### config.mk
export PLATFORM = sky130hd
export DESIGN_NAME = multi_alarm
export DESIGN_NICKNAME = d
export VERILOG_FILES = /design/src/rtl/alarm_pkg.sv /design/src/rtl/alarm_time_add.sv /design/src/rtl/multi_alarm.sv
export SDC_FILE = /design/constraint.sdc
export NUM_CORES = 1
export LEC_CHECK = 0
export CORE_MARGIN = 2
export CORE_UTILIZATION = 45
export CTS_CLUSTER_DIAMETER = 150
export DETAILED_ROUTE_END_ITERATION = 16
export GPL_TIMING_DRIVEN = 0
export PLACE_DENSITY = 0.66
export SLEW_MARGIN = 20
export SYNTH_ARGS = -nofsm -noshare
export SYNTH_HDL_FRONTEND = slang
export SYNTH_SLANG_ARGS = --single-unit
### constraint.sdc
create_clock -name clk_2MHz -period 6.99 [get_ports clk_2MHz]
set_input_delay 1.398 -clock clk_2MHz [delete_from_list [all_inputs] [get_ports clk_2MHz]]
set_output_delay 1.398 -clock clk_2MHz [all_outputs]
set_load 0.1 [all_outputs]
### src/rtl/alarm_pkg.sv
// alarm_pkg -- shared types and constants for the multi_alarm block.
//   state_t        : alarm sequencer states (IDLE / RINGING / SNOOZED)
//   FIELD_W        : width of one time field (HH, MM or SS)
//   TIME_W         : packed {HH,MM,SS} width
//   HOURS_PER_DAY, MINS_PER_HOUR : wrap limits for time arithmetic
//   ALARM_OFF      : slot time value that can never match
package alarm_pkg;

  localparam int FIELD_W       = 7;
  localparam int TIME_W        = 3 * FIELD_W;
  localparam int HOURS_PER_DAY = 24;
  localparam int MINS_PER_HOUR = 60;

  localparam logic [TIME_W-1:0] ALARM_OFF = 21'h1FFFFF;

  typedef enum logic [1:0] {
    ST_IDLE    = 2'd0,
    ST_RINGING = 2'd1,
    ST_SNOOZED = 2'd2
  } state_t;

endpackage

### src/rtl/alarm_time_add.sv
// alarm_time_add -- combinational {HH,MM,SS} + minutes with clock wrap.
// SS passes through, MM wraps at 60 carrying into HH, HH wraps at 24.
// Assumes a valid input time (MM <= 59) and an offset of at most 59 minutes,
// so a single conditional subtract per field is enough.
// Ports:
//   i_time : {HH,MM,SS} base time
//   i_min  : minutes to add (0..59)
//   o_time : {HH,MM,SS} result
module alarm_time_add
  import alarm_pkg::*;
(
  input  logic [TIME_W-1:0]  i_time,
  input  logic [FIELD_W-1:0] i_min,
  output logic [TIME_W-1:0]  o_time
);

  localparam int SUM_W = FIELD_W + 1;

  logic [FIELD_W-1:0] w_hh;
  logic [FIELD_W-1:0] w_mm;
  logic [FIELD_W-1:0] w_ss;
  logic [SUM_W-1:0]   w_mm_sum;
  logic [SUM_W-1:0]   w_hh_sum;
  logic               w_carry;
  logic [FIELD_W-1:0] w_mm_out;
  logic [FIELD_W-1:0] w_hh_out;

  assign {w_hh, w_mm, w_ss} = i_time;

  assign w_mm_sum = {1'b0, w_mm} + {1'b0, i_min};
  assign w_carry  = (w_mm_sum >= SUM_W'(MINS_PER_HOUR));
  assign w_mm_out = w_carry ? FIELD_W'(w_mm_sum - SUM_W'(MINS_PER_HOUR))
                            : w_mm_sum[FIELD_W-1:0];

  assign w_hh_sum = {1'b0, w_hh} + {{FIELD_W{1'b0}}, w_carry};
  assign w_hh_out = (w_hh_sum >= SUM_W'(HOURS_PER_DAY))
                    ? FIELD_W'(w_hh_sum - SUM_W'(HOURS_PER_DAY))
                    : w_hh_sum[FIELD_W-1:0];

  assign o_time = {w_hh_out, w_mm_out, w_ss};

endmodule

### src/rtl/multi_alarm.sv
// multi_alarm -- N-slot alarm clock sequencer with auto-silence and snooze.
// Build option: MULTI_ALARM_SNOOZE_EN enables snooze (adder + target register);
// without it btn_snooze is ignored and snoozed is tied low.
// Ports:
//   clk_2MHz, reset          : clock, asynchronous active-high reset
//   sec_tick                 : one-cycle pulse per second
//   curHH/curMM/curSS        : current time, binary
//   wr_en/wr_idx/wr_time/wr_arm : slot write port (takes effect next cycle)
//   btn_snooze, btn_stop     : one-cycle button pulses
//   ring, ring_idx           : alarm sounding and its slot (0 when idle)
//   snoozed                  : snooze pending
//   armed                    : per-slot arm bits
module multi_alarm
  import alarm_pkg::*;
#(
  parameter  int N_ALARMS   = 4,
  parameter  int RING_SECS  = 60,
  parameter  int SNOOZE_MIN = 5,
  localparam int IDX_W      = (N_ALARMS > 1) ? $clog2(N_ALARMS) : 1
) (
  input  logic                clk_2MHz,
  input  logic                reset,
  input  logic                sec_tick,
  input  logic [FIELD_W-1:0]  curHH,
  input  logic [FIELD_W-1:0]  curMM,
  input  logic [FIELD_W-1:0]  curSS,
  input  logic                wr_en,
  input  logic [IDX_W-1:0]    wr_idx,
  input  logic [TIME_W-1:0]   wr_time,
  input  logic                wr_arm,
  input  logic                btn_snooze,
  input  logic                btn_stop,
  output logic                ring,
  output logic [IDX_W-1:0]    ring_idx,
  output logic                snoozed,
  output logic [N_ALARMS-1:0] armed
);

  localparam int CNT_W = 8;

  logic [TIME_W-1:0]   r_time [N_ALARMS];
  logic [N_ALARMS-1:0] r_arm;
  state_t              r_state;
  logic [IDX_W-1:0]    r_idx;
  logic [CNT_W-1:0]    r_cnt;

  state_t              w_state_nx;
  logic [IDX_W-1:0]    w_idx_nx;
  logic [CNT_W-1:0]    w_cnt_nx;
  logic [TIME_W-1:0]   w_now;
  logic                w_hit;
  logic [IDX_W-1:0]    w_hit_idx;
  logic                w_active_wr;
  logic                w_snooze_req;
  logic                w_target_hit;

  assign w_now = {curHH, curMM, curSS};

  // Slot storage
  always_ff @(posedge clk_2MHz or posedge reset) begin
    if (reset) begin
      for (int i = 0; i < N_ALARMS; i++) r_time[i] <= ALARM_OFF;
      r_arm <= '0;
    end else if (wr_en) begin
      r_time[wr_idx] <= wr_time;
      r_arm[wr_idx]  <= wr_arm;
    end
  end

  // Scan from the top so the lowest matching index wins.
  always_comb begin
    w_hit     = 1'b0;
    w_hit_idx = '0;
    for (int i = N_ALARMS - 1; i >= 0; i--) begin
      if (r_arm[i] && (r_time[i] != ALARM_OFF) && (r_time[i] == w_now)) begin
        w_hit     = 1'b1;
        w_hit_idx = IDX_W'(i);
      end
    end
  end

  // A rewrite of the slot that is sounding or snoozed cancels it.
  assign w_active_wr = wr_en && (wr_idx == r_idx);

`ifdef MULTI_ALARM_SNOOZE_EN
  logic [TIME_W-1:0] r_target;
  logic [TIME_W-1:0] w_snooze_time;

  alarm_time_add u_snooze_add (
    .i_time (w_now),
    .i_min  (FIELD_W'(SNOOZE_MIN)),
    .o_time (w_snooze_time)
  );

  assign w_snooze_req = btn_snooze;
  assign w_target_hit = sec_tick && (w_now == r_target);

  // Each snooze re-bases the target on the time of the press.
  always_ff @(posedge clk_2MHz or posedge reset) begin
    if (reset) begin
      r_target <= '0;
    end else if ((r_state == ST_RINGING) && (w_state_nx == ST_SNOOZED)) begin
      r_target <= w_snooze_time;
    end
  end

  assign snoozed = (r_state == ST_SNOOZED);
`else
  logic w_unused_snooze;
  assign w_unused_snooze = btn_snooze ^ SNOOZE_MIN[0];
  assign w_snooze_req    = 1'b0;
  assign w_target_hit    = 1'b0;
  assign snoozed         = 1'b0;
`endif

  // Sequencer state register
  always_ff @(posedge clk_2MHz or posedge reset) begin
    if (reset) begin
      r_state <= ST_IDLE;
      r_idx   <= '0;
      r_cnt   <= '0;
    end else begin
      r_state <= w_state_nx;
      r_idx   <= w_idx_nx;
      r_cnt   <= w_cnt_nx;
    end
  end

  // Next-state logic; stop and slot rewrite take priority over snooze.
  always_comb begin
    w_state_nx = r_state;
    w_idx_nx   = r_idx;
    w_cnt_nx   = r_cnt;
    case (r_state)
      ST_IDLE: begin
        if (sec_tick && w_hit) begin
          w_state_nx = ST_RINGING;
          w_idx_nx   = w_hit_idx;
          w_cnt_nx   = '0;
        end
      end
      ST_RINGING: begin
        if (btn_stop || w_active_wr) begin
          w_state_nx = ST_IDLE;
          w_idx_nx   = '0;
          w_cnt_nx   = '0;
        end else if (w_snooze_req) begin
          w_state_nx = ST_SNOOZED;
          w_cnt_nx   = '0;
        end else if (sec_tick) begin
          if (r_cnt == CNT_W'(RING_SECS - 1)) begin
            w_state_nx = ST_IDLE;
            w_idx_nx   = '0;
            w_cnt_nx   = '0;
          end else begin
            w_cnt_nx = r_cnt + 1'b1;
          end
        end
      end
      ST_SNOOZED: begin
        if (btn_stop || w_active_wr) begin
          w_state_nx = ST_IDLE;
          w_idx_nx   = '0;
          w_cnt_nx   = '0;
        end else if (w_target_hit) begin
          w_state_nx = ST_RINGING;
          w_cnt_nx   = '0;
        end
      end
      default: begin
        w_state_nx = ST_IDLE;
        w_idx_nx   = '0;
        w_cnt_nx   = '0;
      end
    endcase
  end

  assign ring     = (r_state == ST_RINGING);
  assign ring_idx = r_idx;
  assign armed    = r_arm;

endmodule

==> key figures <==
Worst hold path
  – Worst Hold Path EP: r_cnt[7]
  – Hold depth: 1
  – Worst hold start: r_cnt[7]
  – Worst min path class: flip-flop to flip-flop

Yosys
  – Seq/Total Area, Yosys: 0.496
  – Post-Syn Area: 0.00521 mm²
  – Cell variety after synth: 38
  – Ys async rst share: 1.00
  – Largest cells by area after synthesis: dfstp_2 (42%), mux2_2 (19%), xnor2_1 (11%), dfrtp_1 (7.2%), nand4_1 (4.0%)
  – Yosys warning count: 0
  – Syn Nets: 467
  – Synthesized instance count: 415
  – Dominant cell type by area after synthesis: dfstp_2
  – Top_reg_cell synth: dfstp_2
  – Syn avg cell area: 12.6 µm²
  – Post-synth EDFFs: 0
  – Top-count cell post-synth: mux2_2
  – Post-synthesis register bit count: slightly below 100
  – Post-synth top area share: 0.424
  – Most frequent cells after synthesis: mux2_2 (88), dfstp_2 (84), xnor2_1 (67)

CTS
  – Clock buffers created by TritonCTS: 9
  – Clk sinks: 99
  – Post-CTS Resized: 0
  – H-tree depth: 3
  – Post-CTS Setup Bufs: 0
  – Clk pin slew, worst setup/hold paths: about 70 ps
  – Post-CTS Hold Fix Bufs: 0
  – CTS tree: yes
  – Clk Latency, worst-skew pair: 350 ps
  – Clock root buffer: clkbuf_16
  – Clock Path Buffers: 2

Flow run
  – Max-cap violations: 0

Timing
  – Final worst path period share: 0.531
  – Clock skew: 3.98 ps
  – Max Slew Vio Count: 0
  – Max Freq: about 270 MHz
  – Hold_ws: between 400 and 500 ps
  – Setup Viol. Count Final: 0
  – Slew @ Worst Pin: around 960 ps
  – Slew margin rel.: 0.355
  – RSZ-0062 raised after global routing: false
  – Setup_tns: 0 ps
  – Min Tclk post-route: approximately 3700 ps
  – Final Hold Viols: 0

Global routing
  – Gr usage total: 0.218
  – First-pass GRT wire length: 20700 µm
  – Vias in the first global route: roughly 3700
  – Initial antenna violation count: 0
  – Total congestion overflow: 0
  – Largest net degree at the start of global routing: 55

Setup path
  – Worst path top cell family by delay: simple AND/OR/NAND/NOR gates
  – Reg-to-Reg Start: r_time[73]
  – Crit start category: primary input
  – Critical Path Fanout Max: 10
  – Crit path capture type: flip-flop
  – Required @ worst endpoint: ~7300 ps
  – Worst Path Buf+Inv: 1
  – Critical-path cell list: clkdlybuf4s50_1 -> xnor2_1 -> nand4_1 -> nor4_1 -> a31oi_1 -> a41o_4 -> or4b_1 -> nand2_1
  – R2R Path End: r_cnt[4]
  – Reg2Reg Setup Slack: 4380 ps
  – CP peak stage delay: 620 ps
  – Crit path DAT: 4000 ps
  – R2r worst-path depth: 7
  – Slowest CP cell: clkdlybuf4s50_1
  – CP Class: primary input to flip-flop

Drt
  – Final ANT Viol Nets: 0
  – Met3 WL post-DR: 511 µm
  – DR iter-0 viols: between 150 and 200
  – DR pass1 iterations: 4
  – DRC violations left: 0
  – Drt total wl: about 13000 µm
  – Max layer used: met4
  – WL/cell: ~21 µm
  – Routed met2 length: ~6300 µm
  – Via-to-Cell Ratio: about 5.7
  – M1 wire length: roughly 6000 µm
  – Vias: about 3500

Floorplan
  – Die Y: about 110 µm
  – Die area: 0.0125 mm²
  – Row count: 39
  – Initial core utilization: 0.458
  – Core Region: around 0.011 mm²
  – # IOs: 59
  – Die W: about 110 µm

Place
  – Routability cong.: about 0.94
  – Port Buf Inserts: 47
  – DP Cell Count: just over 600
  – Dpl hpwl: a little over 10000 µm

Pwr
  – Gate power share: 0.231
  – Pwr Density: 291 mW/mm²
  – LEAKAGE: roughly 2.3 nW
  – Total net switching power: roughly 0.54 mW
  – Switching Share: 0.300
  – Clock share of power: 0.289
  – Tot Pwr: roughly 1.8 mW
  – Peak supply drop: ~0.00027 V
  – Internal: approximately 1.3 mW
  – Sequential Power Share: 0.481

Cells and area
  – Nets@finish: 526
  – ANT cells: 0
  – Layout Cells excl Fill: 622
  – Layout area overhead: 19.2%
  – Fraction of layout cells with a size suffix above 1: 0.428

Status
  – Outcome: complete, no violations
[how the worst max path moves through the flow]
stage	start	endpoint	slack, ps	cells after the start
after floorplan	reset	armed[0]	3140	1
after global placement	reset	r_cnt[1]	1690	2
after detailed placement	curHH[3]	r_cnt[4]	2980	8
after CTS	curHH[3]	r_cnt[4]	3330	8
after global routing	curHH[3]	r_cnt[4]	3210	8
final	curHH[3]	r_cnt[4]	3280	8
[layout by cell type (no fill, tap or decap), drive strengths merged, types with 7 or more instances in the layout]
cell type	n
buf	17
mux2	88
nand2	11
xnor2	70
nand3	12
dfstp	84
nor4	12
clkbuf	17
dfrtp	15
nand4	33
clkdlybuf4s50	47
xor2	16
o21ai	9
nor2	7
[worst reg2reg max path: stages (launching register included)]
cell     delay [ps]
dfstp_2         560
xnor2_1         170
nand4_1         140
nor4_1          550
a31oi_1         250
a41o_4          340
or4b_1          460
nand2_1          80
[kinds of logic after synthesis]
logic type | synth area share
AOI/OAI and AO/OA | 0.0317
muxes | 0.190
and+or+nand+nor | 0.105
other | 0.000720
DFF | 0.496
xor gates and xnor gates | 0.149
buffers and inverters | 0.0254
adders and majority gates | 0.00240
[per-stage QoR]
| stage | util | setup slack [ps] | cell area [µm²] |
|---|---|---|---|
| CTS | 0.546 | 3330 | 6210 |
| floorplan | - | 3140 | 5210 |
| global route | 0.546 | 3210 | 6210 |
| detailed placement | 0.518 | 2980 | 5890 |
| finish | 0.546 | 3280 | 6210 |
| global placement | 0.515 | 1690 | 5860 |
[layout make-up]
cell class	instances	area [µm²]
Fill cell	1015	5160
Sequential cell	99	2580
Multi-Input combinational cell	293	2500
Timing Repair Buffer	48	498
Clock buffer	14	307
Tap cell	143	179
Buffer	19	118
Inverter	4	20.0
Clock inverter	2	12.5
[state kept, by name, summed over array words and instances (netlist names)]
name and cells:
r_state 1, r_time 84, ring_idx 2, armed 4, r_cnt 8
[power groups by stage]
stage / Combinational [mW] / Clock, mW / Sequential, mW
after floorplan: 0.260 / 0 / 0.879
after global placement: 0.405 / 0 / 0.868
after detailed placement: 0.417 / 0 / 0.874
after CTS: 0.419 / 0.529 / 0.866
after global routing: 0.447 / 0.557 / 0.882
final: 0.416 / 0.521 / 0.868
[per-layer routing]
layer  global-route usage  up-vias
li1                     -     1617
met1                0.297     1824
met2                0.359       78
met3               0.0441       15
met4               0.0551        0
met5                    0        -
Note: power is estimated with default switching activity, not from simulation.
